`src/rtl/glyph_pkg.sv`:
```
// Shared definitions for the glyph bitmap store: default sizes, digit index
// constants, stream FSM states and the built-in 16x16 digit table.
// Bit 15 of each table word is the leftmost pixel.
package glyph_pkg;

  localparam int DEF_GLYPHS = 10;
  localparam int DEF_ROWS   = 16;
  localparam int DEF_COLS   = 16;

  localparam int GLYPH_ZERO  = 0;
  localparam int GLYPH_ONE   = 1;
  localparam int GLYPH_TWO   = 2;
  localparam int GLYPH_THREE = 3;
  localparam int GLYPH_FOUR  = 4;
  localparam int GLYPH_FIVE  = 5;
  localparam int GLYPH_SIX   = 6;
  localparam int GLYPH_SEVEN = 7;
  localparam int GLYPH_EIGHT = 8;
  localparam int GLYPH_NINE  = 9;

  typedef enum logic [1:0] {IDLE, LOAD, SEND} st_state_e;

  localparam logic [15:0] GLYPH_TABLE [DEF_GLYPHS][DEF_ROWS] = '{
    '{16'h0FF0, 16'h1FF8, 16'h381C, 16'h700E, 16'h700E, 16'h700E, 16'h700E, 16'h700E,
      16'h700E, 16'h700E, 16'h700E, 16'h700E, 16'h700E, 16'h381C, 16'h1FF8, 16'h0FF0},
    '{16'h01C0, 16'h03C0, 16'h07C0, 16'h0DC0, 16'h01C0, 16'h01C0, 16'h01C0, 16'h01C0,
      16'h01C0, 16'h01C0, 16'h01C0, 16'h01C0, 16'h01C0, 16'h01C0, 16'h0FF8, 16'h0FF8},
    '{16'h0FF0, 16'h1FF8, 16'h381C, 16'h000E, 16'h000E, 16'h001C, 16'h0038, 16'h0070,
      16'h00E0, 16'h01C0, 16'h0380, 16'h0700, 16'h0E00, 16'h1C00, 16'h3FFE, 16'h3FFE},
    '{16'h1FF0, 16'h3FF8, 16'h001C, 16'h000E, 16'h000E, 16'h001C, 16'h07F8, 16'h07F8,
      16'h001C, 16'h000E, 16'h000E, 16'h000E, 16'h001C, 16'h3FF8, 16'h1FF0, 16'h0000},
    '{16'h0038, 16'h0078, 16'h00F8, 16'h01B8, 16'h0338, 16'h0638, 16'h0C38, 16'h1838,
      16'h3038, 16'h7FFE, 16'h7FFE, 16'h0038, 16'h0038, 16'h0038, 16'h0038, 16'h0038},
    '{16'h7FFE, 16'h7FFE, 16'h7000, 16'h7000, 16'h7000, 16'h7FF0, 16'h7FF8, 16'h001C,
      16'h000E, 16'h000E, 16'h000E, 16'h000E, 16'h700E, 16'h381C, 16'h1FF8, 16'h0FF0},
    '{16'h1FF8, 16'h3FFC, 16'h7000, 16'hE000, 16'hE000, 16'hEFF0, 16'hFFF8, 16'hF01C,
      16'hE00E, 16'hE00F, 16'hE00E, 16'hE00E, 16'h700E, 16'h781C, 16'h3FF8, 16'h0FE0},
    '{16'h7FFE, 16'h7FFE, 16'h000E, 16'h001C, 16'h0038, 16'h0070, 16'h00E0, 16'h01C0,
      16'h0380, 16'h0380, 16'h0700, 16'h0700, 16'h0700, 16'h0700, 16'h0700, 16'h0700},
    '{16'h0FF0, 16'h1FF8, 16'h381C, 16'h381C, 16'h381C, 16'h1C38, 16'h0FF0, 16'h0FF0,
      16'h1C38, 16'h381C, 16'h700E, 16'h700E, 16'h700E, 16'h381C, 16'h1FF8, 16'h0FF0},
    '{16'h0FF0, 16'h1FF8, 16'h381C, 16'h700E, 16'h700E, 16'h700E, 16'h381E, 16'h1FFE,
      16'h0FEE, 16'h000E, 16'h000E, 16'h000E, 16'h001C, 16'h0038, 16'h1FF0, 16'h0FE0}
  };

  // Power-up content of one word; glyphs/rows beyond the built-in table are blank.
  function automatic logic [15:0] default_word(input int g, input int r);
    if (g >= 0 && g < DEF_GLYPHS && r >= 0 && r < DEF_ROWS)
      return GLYPH_TABLE[g[3:0]][r[3:0]];
    return 16'h0000;
  endfunction

endpackage

```
`src/rtl/glyph_rom_bank_if.sv`:
```
// Lookup, stream and write signal bundle for glyph_rom_bank.
// master = client side (matcher/overlay/trainer), slave = the glyph store.
// Stream uses valid/ready; lookup and write are single-cycle strobes.
interface glyph_rom_bank_if #(
  parameter int GW   = 4,
  parameter int RW   = 4,
  parameter int COLS = 16
);
  logic            lk_en;
  logic [GW-1:0]   lk_glyph;
  logic [RW-1:0]   lk_row;
  logic [COLS-1:0] lk_data;
  logic            lk_valid;
  logic            st_start;
  logic [GW-1:0]   st_glyph;
  logic            st_busy;
  logic            st_valid;
  logic            st_ready;
  logic [RW-1:0]   st_row;
  logic [COLS-1:0] st_data;
  logic            st_last;
  logic            wr_en;
  logic [GW-1:0]   wr_glyph;
  logic [RW-1:0]   wr_row;
  logic [COLS-1:0] wr_data;

  modport master (
    output lk_en, lk_glyph, lk_row, st_start, st_glyph, st_ready,
           wr_en, wr_glyph, wr_row, wr_data,
    input  lk_data, lk_valid, st_busy, st_valid, st_row, st_data, st_last
  );

  modport slave (
    input  lk_en, lk_glyph, lk_row, st_start, st_glyph, st_ready,
           wr_en, wr_glyph, wr_row, wr_data,
    output lk_data, lk_valid, st_busy, st_valid, st_row, st_data, st_last
  );
endinterface

```
`src/rtl/glyph_mem.sv`:
```
// Glyph word storage: two combinational range-checked read ports, one write port.
// Reads return zero for out-of-range indices; writes land on the next edge (old data read same cycle).
// GLYPH_WRITE_EN selects writable RAM; otherwise constant ROM and wr_* are ignored.
module glyph_mem
  import glyph_pkg::*;
#(
  parameter int NUM_GLYPHS = DEF_GLYPHS,
  parameter int ROWS       = DEF_ROWS,
  parameter int COLS       = DEF_COLS,
  parameter int GW         = $clog2(NUM_GLYPHS),
  parameter int RW         = $clog2(ROWS)
) (
  input  logic            clk_i,
  input  logic [GW-1:0]   rd_a_glyph_i,
  input  logic [RW-1:0]   rd_a_row_i,
  output logic [COLS-1:0] rd_a_data_o,
  input  logic [GW-1:0]   rd_b_glyph_i,
  input  logic [RW-1:0]   rd_b_row_i,
  output logic [COLS-1:0] rd_b_data_o,
  input  logic            wr_en_i,
  input  logic [GW-1:0]   wr_glyph_i,
  input  logic [RW-1:0]   wr_row_i,
  input  logic [COLS-1:0] wr_data_i
);

  localparam int DEPTH = NUM_GLYPHS * ROWS;
  localparam int AW    = $clog2(DEPTH);

  // Extra bit keeps the compare meaningful when ROWS/NUM_GLYPHS is a power of two.
  function automatic logic in_range(input logic [GW-1:0] g, input logic [RW-1:0] r);
    return ({1'b0, g} < (GW+1)'(NUM_GLYPHS)) && ({1'b0, r} < (RW+1)'(ROWS));
  endfunction

  function automatic logic [AW-1:0] word_addr(input logic [GW-1:0] g, input logic [RW-1:0] r);
    return AW'(int'(g) * ROWS + int'(r));
  endfunction

  logic [COLS-1:0] words [DEPTH];

`ifdef GLYPH_WRITE_EN
  logic          wr_hit;
  logic [AW-1:0] wr_addr;
  assign wr_hit  = wr_en_i && in_range(wr_glyph_i, wr_row_i);
  assign wr_addr = word_addr(wr_glyph_i, wr_row_i);
`else
  logic unused_wr;
  assign unused_wr = ^{clk_i, wr_en_i, wr_glyph_i, wr_row_i, wr_data_i};
`endif

  for (genvar w = 0; w < DEPTH; w++) begin : g_word
    localparam int G = w / ROWS;
    localparam int R = w % ROWS;
`ifdef GLYPH_WRITE_EN
    logic [COLS-1:0] word_q = COLS'(default_word(G, R));
    // Retrain this word when a write addresses it; no reset, content survives rst_n.
    always_ff @(posedge clk_i) begin
      if (wr_hit && wr_addr == AW'(w)) word_q <= wr_data_i;
    end
    assign words[w] = word_q;
`else
    assign words[w] = COLS'(default_word(G, R));
`endif
  end

  assign rd_a_data_o = in_range(rd_a_glyph_i, rd_a_row_i) ? words[word_addr(rd_a_glyph_i, rd_a_row_i)] : '0;
  assign rd_b_data_o = in_range(rd_b_glyph_i, rd_b_row_i) ? words[word_addr(rd_b_glyph_i, rd_b_row_i)] : '0;

endmodule

```
`src/rtl/glyph_rom_bank.sv`:
```
// Glyph bitmap store with a registered lookup port and a row-streaming engine.
// Lookup: 1 cycle; stream: first row 2 cycles after st_start, then 2 cycles/row.
// Stream row held stable until st_ready; GLYPH_WRITE_EN enables run-time writes.
module glyph_rom_bank
  import glyph_pkg::*;
#(
  parameter int NUM_GLYPHS = DEF_GLYPHS,
  parameter int ROWS       = DEF_ROWS,
  parameter int COLS       = DEF_COLS,
  parameter int GW         = $clog2(NUM_GLYPHS),
  parameter int RW         = $clog2(ROWS)
) (
  input logic             clk,
  input logic             rst_n,
  glyph_rom_bank_if.slave io
);

  logic [COLS-1:0] rd_a_data;
  logic [COLS-1:0] rd_b_data;

  logic [COLS-1:0] lk_data_q;
  logic            lk_valid_q;

  st_state_e       state_q;
  logic [GW-1:0]   glyph_q;
  logic [RW-1:0]   row_q;
  logic            busy_q;
  logic            valid_q;
  logic            last_q;
  logic [COLS-1:0] st_data_q;

  glyph_mem #(
    .NUM_GLYPHS(NUM_GLYPHS), .ROWS(ROWS), .COLS(COLS), .GW(GW), .RW(RW)
  ) u_mem (
    .clk_i        (clk),
    .rd_a_glyph_i (io.lk_glyph),
    .rd_a_row_i   (io.lk_row),
    .rd_a_data_o  (rd_a_data),
    .rd_b_glyph_i (glyph_q),
    .rd_b_row_i   (row_q),
    .rd_b_data_o  (rd_b_data),
    .wr_en_i      (io.wr_en),
    .wr_glyph_i   (io.wr_glyph),
    .wr_row_i     (io.wr_row),
    .wr_data_i    (io.wr_data)
  );

  // Lookup register: valid pulses for one cycle, data holds until the next request.
  always_ff @(posedge clk or negedge rst_n) begin
    if (!rst_n) begin
      lk_data_q  <= '0;
      lk_valid_q <= 1'b0;
    end else begin
      lk_valid_q <= io.lk_en;
      if (io.lk_en) lk_data_q <= rd_a_data;
    end
  end

  // Stream engine: LOAD captures a row, SEND holds it until accepted.
  always_ff @(posedge clk or negedge rst_n) begin
    if (!rst_n) begin
      state_q   <= IDLE;
      glyph_q   <= '0;
      row_q     <= '0;
      busy_q    <= 1'b0;
      valid_q   <= 1'b0;
      last_q    <= 1'b0;
      st_data_q <= '0;
    end else begin
      case (state_q)
        IDLE: begin
          if (io.st_start) begin
            glyph_q <= io.st_glyph;
            row_q   <= '0;
            busy_q  <= 1'b1;
            state_q <= LOAD;
          end
        end
        LOAD: begin
          st_data_q <= rd_b_data;
          last_q    <= (row_q == RW'(ROWS - 1));
          valid_q   <= 1'b1;
          state_q   <= SEND;
        end
        SEND: begin
          if (io.st_ready) begin
            valid_q <= 1'b0;
            last_q  <= 1'b0;
            if (last_q) begin
              busy_q  <= 1'b0;
              state_q <= IDLE;
            end else begin
              row_q   <= row_q + RW'(1);
              state_q <= LOAD;
            end
          end
        end
        default: state_q <= IDLE;
      endcase
    end
  end

  assign io.lk_data  = lk_data_q;
  assign io.lk_valid = lk_valid_q;
  assign io.st_busy  = busy_q;
  assign io.st_valid = valid_q;
  assign io.st_row   = row_q;
  assign io.st_data  = st_data_q;
  assign io.st_last  = last_q;

endmodule

```
`src/flat_wrapper.sv`:
```
// flat-port wrapper written by rule: the top's interface ports become plain ports
module glyph_rom_bank_flat import glyph_pkg::*;
#(
  parameter int NUM_GLYPHS = DEF_GLYPHS,
  parameter int ROWS       = DEF_ROWS,
  parameter int COLS       = DEF_COLS,
  parameter int GW         = $clog2(NUM_GLYPHS),
  parameter int RW         = $clog2(ROWS)
)
  (clk, rst_n, io_lk_en, io_lk_glyph, io_lk_row, io_st_start, io_st_glyph, io_st_ready, io_wr_en, io_wr_glyph, io_wr_row, io_wr_data, io_lk_data, io_lk_valid, io_st_busy, io_st_valid, io_st_row, io_st_data, io_st_last);
  glyph_rom_bank_if #(.GW(GW), .RW(RW), .COLS(COLS)) io_i ();
  input logic clk;
  input logic rst_n;
  input wire logic [$bits(io_i.lk_en)-1:0] io_lk_en;
  input wire logic [$bits(io_i.lk_glyph)-1:0] io_lk_glyph;
  input wire logic [$bits(io_i.lk_row)-1:0] io_lk_row;
  input wire logic [$bits(io_i.st_start)-1:0] io_st_start;
  input wire logic [$bits(io_i.st_glyph)-1:0] io_st_glyph;
  input wire logic [$bits(io_i.st_ready)-1:0] io_st_ready;
  input wire logic [$bits(io_i.wr_en)-1:0] io_wr_en;
  input wire logic [$bits(io_i.wr_glyph)-1:0] io_wr_glyph;
  input wire logic [$bits(io_i.wr_row)-1:0] io_wr_row;
  input wire logic [$bits(io_i.wr_data)-1:0] io_wr_data;
  output wire logic [$bits(io_i.lk_data)-1:0] io_lk_data;
  output wire logic [$bits(io_i.lk_valid)-1:0] io_lk_valid;
  output wire logic [$bits(io_i.st_busy)-1:0] io_st_busy;
  output wire logic [$bits(io_i.st_valid)-1:0] io_st_valid;
  output wire logic [$bits(io_i.st_row)-1:0] io_st_row;
  output wire logic [$bits(io_i.st_data)-1:0] io_st_data;
  output wire logic [$bits(io_i.st_last)-1:0] io_st_last;
  assign io_i.lk_en = io_lk_en;
  assign io_i.lk_glyph = io_lk_glyph;
  assign io_i.lk_row = io_lk_row;
  assign io_i.st_start = io_st_start;
  assign io_i.st_glyph = io_st_glyph;
  assign io_i.st_ready = io_st_ready;
  assign io_i.wr_en = io_wr_en;
  assign io_i.wr_glyph = io_wr_glyph;
  assign io_i.wr_row = io_wr_row;
  assign io_i.wr_data = io_wr_data;
  assign io_lk_data = io_i.lk_data;
  assign io_lk_valid = io_i.lk_valid;
  assign io_st_busy = io_i.st_busy;
  assign io_st_valid = io_i.st_valid;
  assign io_st_row = io_i.st_row;
  assign io_st_data = io_i.st_data;
  assign io_st_last = io_i.st_last;
  glyph_rom_bank #(.NUM_GLYPHS(NUM_GLYPHS), .ROWS(ROWS), .COLS(COLS), .GW(GW), .RW(RW)) u_core (.clk(clk), .rst_n(rst_n), .io(io_i));
endmodule
```
`config.mk`:
```
export PLATFORM = sky130hd
export DESIGN_NAME = glyph_rom_bank_flat
export DESIGN_NICKNAME = d
export VERILOG_FILES = /design/src/rtl/glyph_pkg.sv /design/src/rtl/glyph_rom_bank_if.sv /design/src/rtl/glyph_mem.sv /design/src/rtl/glyph_rom_bank.sv /design/src/flat_wrapper.sv
export SDC_FILE = /design/constraint.sdc
export NUM_CORES = 1
export LEC_CHECK = 0
export ABC_AREA = 1
export CAP_MARGIN = 30
export CELL_PAD_IN_SITES_DETAIL_PLACEMENT = 1
export CELL_PAD_IN_SITES_GLOBAL_PLACEMENT = 2
export CORE_MARGIN = 8
export CORE_UTILIZATION = 25
export CTS_CLUSTER_DIAMETER = 40
export DETAILED_ROUTE_END_ITERATION = 6
export GPL_ROUTABILITY_DRIVEN = 0
export PLACE_DENSITY = 0.8
export SYNTH_ARGS = -nofsm -noshare
export SYNTH_HDL_FRONTEND = slang
export SYNTH_SLANG_ARGS = --single-unit
```
`constraint.sdc`:
```
create_clock -name clk -period 1.7 [get_ports clk]
set_clock_uncertainty 0.05 [all_clocks]
set_input_delay 0.255 -clock clk [delete_from_list [all_inputs] [get_ports clk]]
set_output_delay 0.255 -clock clk [all_outputs]
set_load 0.02 [all_outputs]
```
==> results of run 1 <==
area by class of cell:
type,instances,share of cell area
Multi-Input combinational cell,733,0.484
Timing Repair Buffer,283,0.281
Sequential cell,46,0.138
Tap cell,270,0.0402
Inverter,81,0.0395
Clock buffer,5,0.0149
Clock inverter,3,0.00283
registers in the layout, summed over array words and instances, names as in the netlist:
signal	count
u_core.io.st_last	1
u_core.io.lk_valid	1
u_core.io.st_row	4
u_core.glyph_q	4
u_core.io.lk_data	16
u_core.io.st_valid	1
u_core.io.st_busy	1
u_core.io.st_data	16
u_core.state_q	2
worst max-delay path, stage by stage, from the launching register on:
cell and delay (ns):
dfrtp_2 0.44, buf_12 0.16, inv_8 0.05, ha_4 0.16
nand2_1 0.12, nand2_1 0.11, inv_1 0.05, nand2_1 0.11
nand2_1 0.08, a21oi_1 0.14, nand2_1 0.07, nand3_1 0.08
nand3_1 0.08, nand2_1 0.08
cell usage after synthesis:
cell and number:
o21ai_0 38, buf_4 7, nor2_2 7, a21oi_1 58, clkinv_1 5, o41ai_1 1, o21a_1 1, a22oi_1 2
a22oi_2 1, nor3_1 3, nand3_1 85, o21ai_1 22, clkbuf_1 15, nand2_1 379, a31oi_1 2, dfrtp_1 46
o211a_1 1, a21boi_0 2, buf_1 1, o31ai_1 5, inv_1 59, nand3b_1 2, nand4_1 8, o22ai_1 6
o2111ai_1 1, buf_2 12, nor2_1 64, buf_6 2, o211ai_1 13, nor2_4 1, inv_2 17, ha_1 31
how the worst max path moves through the flow:
stage / endpoint / slack, ns / depth (start not counted)
after global routing: u_core.io.st_data[10]$_DFFE_PN0P_ / -0.26 / 13
after detailed placement: u_core.io.lk_data[9]$_DFFE_PN0P_ / -0.75 / 15
after CTS: u_core.io.st_data[10]$_DFFE_PN0P_ / -0.16 / 13
after floorplan: u_core.io.st_data[7]$_DFFE_PN0P_ / -0.007 / 13
final: u_core.io.st_data[13]$_DFFE_PN0P_ / -0.15 / 13
after global placement: u_core.io.lk_data[11]$_DFFE_PN0P_ / -0.69 / 13
cells by family (layout without fill, tap and decap cells):
logic type	Yosys count	count (layout)
buffers and inverters	118	372
adders and majority gates	31	31
and+or+nand+nor	549	549
DFF	46	46
AOI/OAI and AO/OA	153	153
power by group through the flow:
stage,Combinational [W],Clock (W),Sequential (W)
finish,0.00846,0.00103,0.00175
global route,0.00913,0.00109,0.00179
CTS,0.00781,0.00106,0.00174
detailed placement,0.00736,0,0.00175
global placement,0.00723,0,0.00174
floorplan,0.00344,0,0.00197
routing by layer:
metal  track usage  vias to the layer above
met2         0.318                      263
met1         0.286                     3435
met5             0                        -
met4        0.0665                        2
li1              -                     3410
met3        0.0458                       58
placed cells by master (no fill, tap or decap), types with 6 or more instances in the layout:
master	instances
nor2_1	43
nand2_1	329
dfrtp_2	6
nand2_2	45
nand3_2	7
dfrtp_1	40
o21ai_1	27
nor2_4	15
ha_1	16
buf_4	212
ha_4	12
buf_6	11
o211ai_1	13
a21oi_2	8
inv_1	40
nand3_1	78
clkdlybuf4s50_1	44
a21oi_1	46
inv_2	29
o21ai_2	7
nand4_1	8
o21ai_0	26
nor2_2	14
per-stage QoR:
step                      worst slack, ns  std cells
after floorplan                  -0.00653        897
after global placement             -0.692       1392
after detailed placement           -0.748       1392
after CTS                          -0.159       1411
after global routing               -0.259       1421
final                              -0.150       1421
timing repair:
| action | CTS | global route |
|---|---|---|
| endpoints found under the setup margin | 35 | 32 |
| pin swaps | 12 | 27 |
| resized for setup | 100 | 110 |
| hold endpoints to repair | 16 | 0 |
| setup buffers | 10 | 10 |
| hold buffers | 1 | 0 |
==> flow_summary.json, run 1 <==
{
  "p_leak_nw": 4.26,
  "relSlewSlack": 0.702,
  "wl_met3_microns": 1990,
  "grt_max_degree": 31,
  "drt.antenna.violating_nets": 0,
  "ys_types": 32,
  "wl_per_cell_microns": 19.0,
  "worst_slack_ns": -0.150,
  "syn-instance-count": 897,
  "power.switching_w": 0.00570,
  "max_freq_mhz": 541,
  "p_clk_frac": 0.091,
  "r2r_slack_ns": -0.15,
  "min_period_ns": 1.85,
  "antenna_found_initial": 1,
  "multi_input_area_sq_um": 4070,
  "max-cap-violations": 0,
  "dr.max_layer_used": "met5",
  "antenna_cells": 0,
  "cts_buffers": 5,
  "wirelength_microns": 27000,
  "final_nets": 1223,
  "worstPathMaxFanout": 7,
  "drive_gt1_frac": 0.354,
  "switching_share": 0.507,
  "cp-end-kind": "flip-flop",
  "grt_pass1_vias": 7542,
  "final_hold_viol_count": 0,
  "die_h_microns": 159,
  "synth_top_family_by_area": "simple AND/OR/NAND/NOR gates",
  "yosysWarnings": 0,
  "required_ns": 1.89,
  "vias": 7168,
  "synth_top_area_frac": 0.278,
  "port_buffers": 56,
  "synth_area_leaders": "nand2_1 (28%), dfrtp_1 (23%), nand3_1 (8.3%)",
  "p_int_w": 0.00554,
  "ys_seq_elements": 46,
  "tritoncts": "built",
  "hold_class": "input pin to asynchronous set/reset pin",
  "muxShareOfSynthArea": 0,
  "reg2reg_from": "u_core.io.st_row[2]$_DFFE_PN0P_",
  "cts_buffer_depth": 2,
  "worstPathArrival_ns": 2.04,
  "setup_viol": 14,
  "violations": "setup timing",
  "clk_pin_slew_ns": 0.07,
  "drc_errors": 0,
  "synthesis.area_sq_um": 5110,
  "pin_count": 82,
  "wl_met2_microns": 11900,
  "coreArea_sq_um": 20200,
  "cts_sinks": 46,
  "power_density_nw_per_um2": 1340,
  "p_total_w": 0.0112,
  "vias_per_cell": 5.04,
  "clk_latency_ns": 0.30,
  "drt-met1-wl_microns": 12300,
  "syn-num-nets": 970,
  "die-area_sq_um": 25300,
  "yosys.area.top_type": "nand2_1",
  "synth-xor-area-share": 0,
  "final-seq-area_sq_um": 1160,
  "yosys.area_share.simple": 0.435,
  "slew_violations": 0,
  "status": "complete, but fails checks",
  "grt_pass1_wl_microns": 42600,
  "synthAdderAreaFrac": 0.0758,
  "finish.utilization": 0.417,
  "fin_crit_sh": 1.09,
  "fin_area_sq_um": 8400,
  "hold_slack_ns": 0.368,
  "yosysSeqAreaShare": 0.225,
  "start_util": 0.254,
  "reg2reg_depth": 13,
  "first_pass_iters": 5,
  "syn2layout_area_growth_pct": 64.3,
  "rsz0062_at_grt": "yes",
  "finalSetupTns_ns": -1.51,
  "synth_area_per_cell_sq_um": 5.70,
  "cp-start-kind": "flip-flop",
  "rows": 52,
  "hpwl_microns": 21600,
  "num-fill-cells": 2646,
  "dpl_cell_area_sq_um": 7470,
  "grt_overflow_total": 0,
  "worstMarginPinSlew_ns": 0.448,
  "track_usage": 0.209,
  "reg2reg_to": "u_core.io.st_data[13]$_DFFE_PN0P_",
  "pwr-share-comb": 0.753,
  "power_frac_seq": 0.156,
  "root_buffer": "clkbuf_16",
  "die_width_microns": 159,
  "path_class": "flip-flop to flip-flop",
  "peakVddDrop_mv": 0.694,
  "h-tree-depth": 2,
  "synth_compound_gate_area_share": 0.167,
  "drt_iter0_drc": 596,
  "crit_path_start": "u_core.io.st_row[2]$_DFFE_PN0P_"
}
(Power assumes the default switching activity.)
==> run 2, diff against run 1 <==
--- a/config.mk
+++ b/config.mk
@@ -12,3 +12,3 @@
 export CORE_MARGIN = 8
-export CORE_UTILIZATION = 25
+export CORE_UTILIZATION = 29
 export CTS_CLUSTER_DIAMETER = 40
@@ -16,5 +16,6 @@
 export GPL_ROUTABILITY_DRIVEN = 0
-export PLACE_DENSITY = 0.8
+export PLACE_DENSITY = 0.85
 export SYNTH_ARGS = -nofsm -noshare
 export SYNTH_HDL_FRONTEND = slang
+export SYNTH_HIERARCHICAL = 1
 export SYNTH_SLANG_ARGS = --single-unit
==> constraint.sdc (replaced) <==
create_clock -name clk -period 1.95 [get_ports clk]
set_clock_uncertainty 0.05 [all_clocks]
set_input_delay 0.4875 -clock clk [delete_from_list [all_inputs] [get_ports clk]]
set_output_delay 0.4875 -clock clk [all_outputs]
set_load 0.02 [all_outputs]
==> run 2 against run 1 <==
Net effect:
- the flow still finishes with violations (setup timing)
- largest power group unchanged
- first-iteration DRC count increased by 7.7%
- combinational power decreased by 20%
- critical endpoint is now u_core/io.lk_data[2]$_DFFE_PN0P_
- synthesized area increased by 4.5%
- global-route usage increased by 2.5 points
- register-to-register slack improved by 0.13 ns
- worst hold slack got worse by 0.24 ns
- highest routed layer is now met4
==> flow_summary.json, run 2 <==
{
  "hpwl_microns": 21100,
  "r2r_slack_ns": -0.02,
  "vias_per_cell": 5.57,
  "synth-edff-count": 0,
  "drt_iter0_drc": 642,
  "worstPathMaxFanout": 4,
  "cp-start-kind": "input pin",
  "wl_per_cell_microns": 21.0,
  "ys_seq_elements": 46,
  "rsz0062_at_grt": "yes",
  "synth_area_leaders": "nand2_1 (23%), dfrtp_1 (22%), nand3_1 (7.5%)",
  "async_flop_share": 1.00,
  "final-seq-area_sq_um": 1160,
  "yosysWarnings": 6,
  "holdBufCountCts": 0,
  "dpl_cell_area_sq_um": 7640,
  "power_density_nw_per_um2": 1030,
  "worstPathArrival_ns": 2.26,
  "ys_types": 44,
  "cts_sinks": 46,
  "syn2layout_area_growth_pct": 67.7,
  "num-fill-cells": 2312,
  "synthesis.area_sq_um": 5350,
  "vias": 7754,
  "port_buffers": 56,
  "coreArea_sq_um": 18000,
  "clk_latency_ns": 0.30,
  "synth.most_common_cell": "nand2_1",
  "yosysSeqAreaShare": 0.215,
  "antenna_found_initial": 0,
  "grt_overflow_total": 0,
  "synth_area_per_cell_sq_um": 5.92,
  "reg2reg_depth": 12,
  "required_ns": 2.09,
  "cts_buffers": 5,
  "layout.cells.most_common": "nand2_1",
  "clk_pin_slew_ns": 0.07,
  "synth_top_area_frac": 0.232,
  "setup_viol": 11,
  "mostFrequentLayoutCells": "nand2_1 (272), buf_4 (206), nand3_1 (62), nor2_1 (59)",
  "h-tree-depth": 2,
  "p_total_w": 0.00924,
  "peakVddDrop_mv": 0.598,
  "first_pass_iters": 5,
  "antenna_cells": 0,
  "grt_pass1_wl_microns": 41900,
  "violations": "setup timing",
  "cts_buffer_depth": 2,
  "synthTopCellsByCount": "nand2_1 (330), nor2_1 (84), nand3_1 (80)",
  "p_leak_nw": 4.43,
  "tritoncts": "built",
  "relSlewSlack": 0.717,
  "grt_max_degree": 47,
  "worst_slack_ns": -0.165,
  "root_buffer": "clkbuf_16",
  "final_hold_viol_count": 0,
  "drive_gt1_frac": 0.409,
  "yosys.area.top_type": "nand2_1",
  "die_width_microns": 152,
  "slew_violations": 0,
  "drt.antenna.violating_nets": 0,
  "multi_input_area_sq_um": 4560,
  "pin_count": 82,
  "reg2reg_to": "u_core/io.st_data[10]$_DFFE_PN0P_",
  "worstMarginPinSlew_ns": 0.424,
  "syn-instance-count": 903,
  "ys.flop_type": "dfrtp_1",
  "die-area_sq_um": 23000,
  "status": "complete, but fails checks",
  "grt_pass1_vias": 7676,
  "fin_crit_sh": 1.08,
  "min_period_ns": 2.12,
  "wirelength_microns": 29300,
  "final_nets": 1233,
  "rows": 49,
  "reg2reg_from": "u_core/io.st_row[2]$_DFFE_PN0P_",
  "start_util": 0.297,
  "max-cap-violations": 0,
  "die_h_microns": 152,
  "cp-end-kind": "flip-flop",
  "drc_errors": 0,
  "path_class": "input pin to flip-flop",
  "max_freq_mhz": 473,
  "track_usage": 0.233,
  "hold_class": "input pin to asynchronous set/reset pin",
  "fin_area_sq_um": 8960,
  "syn-num-nets": 974
}
[run 2: cell count changes after synthesis, moves of 5 or more]
| cell | change |
|---|---|
| nand3_1 | -5 |
| o21ai_1 | -14 |
| mux2_2 | +16 |
| nor2_1 | +20 |
| o21ai_0 | +29 |
| clkbuf_1 | -7 |
| inv_1 | +6 |
| a31oi_1 | +7 |
| inv_2 | -6 |
| o211ai_1 | -7 |
| nand2_1 | -49 |
[run 2: cells by family after synthesis]
family | Yosys count | share of synthesized area
AO/OA/AOI/OAI | 164 | 0.169
adder cells (fa/ha/maj) | 29 | 0.0679
buffers and inverters | 115 | 0.0957
flip-flops | 46 | 0.215
multiplexers | 16 | 0.0337
AND/OR/NAND/NOR | 533 | 0.418
[run 2: how the worst max path moves through the flow]
stage	slack [ns]	cells after the start	startpoint	endpoint
after global placement	-0.82	12	io_lk_row[1]	u_core/io.lk_data[9]$_DFFE_PN0P_
final	-0.17	12	io_lk_row[1]	u_core/io.lk_data[2]$_DFFE_PN0P_
after CTS	-0.03	12	u_core/io.st_row[2]$_DFFE_PN0P_	u_core/io.st_data[10]$_DFFE_PN0P_
after detailed placement	-0.86	12	io_lk_row[1]	u_core/io.lk_data[9]$_DFFE_PN0P_
after global routing	-0.21	12	io_lk_row[1]	u_core/io.lk_data[2]$_DFFE_PN0P_
after floorplan	-0.02	13	io_lk_row[1]	u_core/io.lk_data[7]$_DFFE_PN0P_
[run 2: worst max-delay path, stage by stage]
cell and delay, ns:
buf_8 0.08, clkinvlp_4 0.17, buf_4 0.19, ha_1 0.23, o21ai_2 0.14, nand2_1 0.08
a21oi_1 0.17, o21ai_1 0.13, nand2_1 0.11, o21ai_1 0.06, buf_4 0.14, mux2_2 0.25
[run 2: repair_timing]
item	in CTS	in global routing
buffers inserted	7	24
setup endpoints to repair	32	28
pin swaps	21	79
gates resized for setup	112	205
cloned	0	1
[run 2: final cells by class]
class,count,share of cell area
well taps,229,0.0320
inverters,78,0.0356
flip-flops and latches,46,0.129
clock inverters,2,0.00419
repair buffers,289,0.276
clock buffers,6,0.0144
multi-input cells,742,0.509
[run 2: stage by stage]
step	util	hold WS [ns]	setup WS (ns)	std cells	TNS, ns
2_1_floorplan	-	0.142	-0.0185	903	-0.0455
3_3_place_gp	0.424	0.405	-0.820	1357	-11.99
3_5_place_dp	0.424	0.421	-0.857	1357	-13.12
4_1_cts	0.454	0.130	-0.0290	1371	-0.0572
5_1_grt	0.497	0.144	-0.210	1392	-2.26
6_report	0.497	0.124	-0.165	1392	-0.673
[run 2: power by group]
part / total, W / switching (W) / internal [W] / leakage (nW)
Sequential: 0.00149 / 0.000254 / 0.00124 / 0.573
Clock: 0.000993 / 0.000387 / 0.000606 / 0.0771
Combinational: 0.00675 / 0.00400 / 0.00275 / 3.77
[run 2: per-layer routing]
| layer | up-vias | global-route usage | share of wire |
|---|---|---|---|
| li1 | 3491 | - | - |
| met1 | 3737 | 0.279 | 0.39 |
| met2 | 383 | 0.399 | 0.49 |
| met3 | 143 | 0.0392 | 0.069 |
| met4 | 0 | 0.112 | 0.058 |
| met5 | - | 0 | 0 |
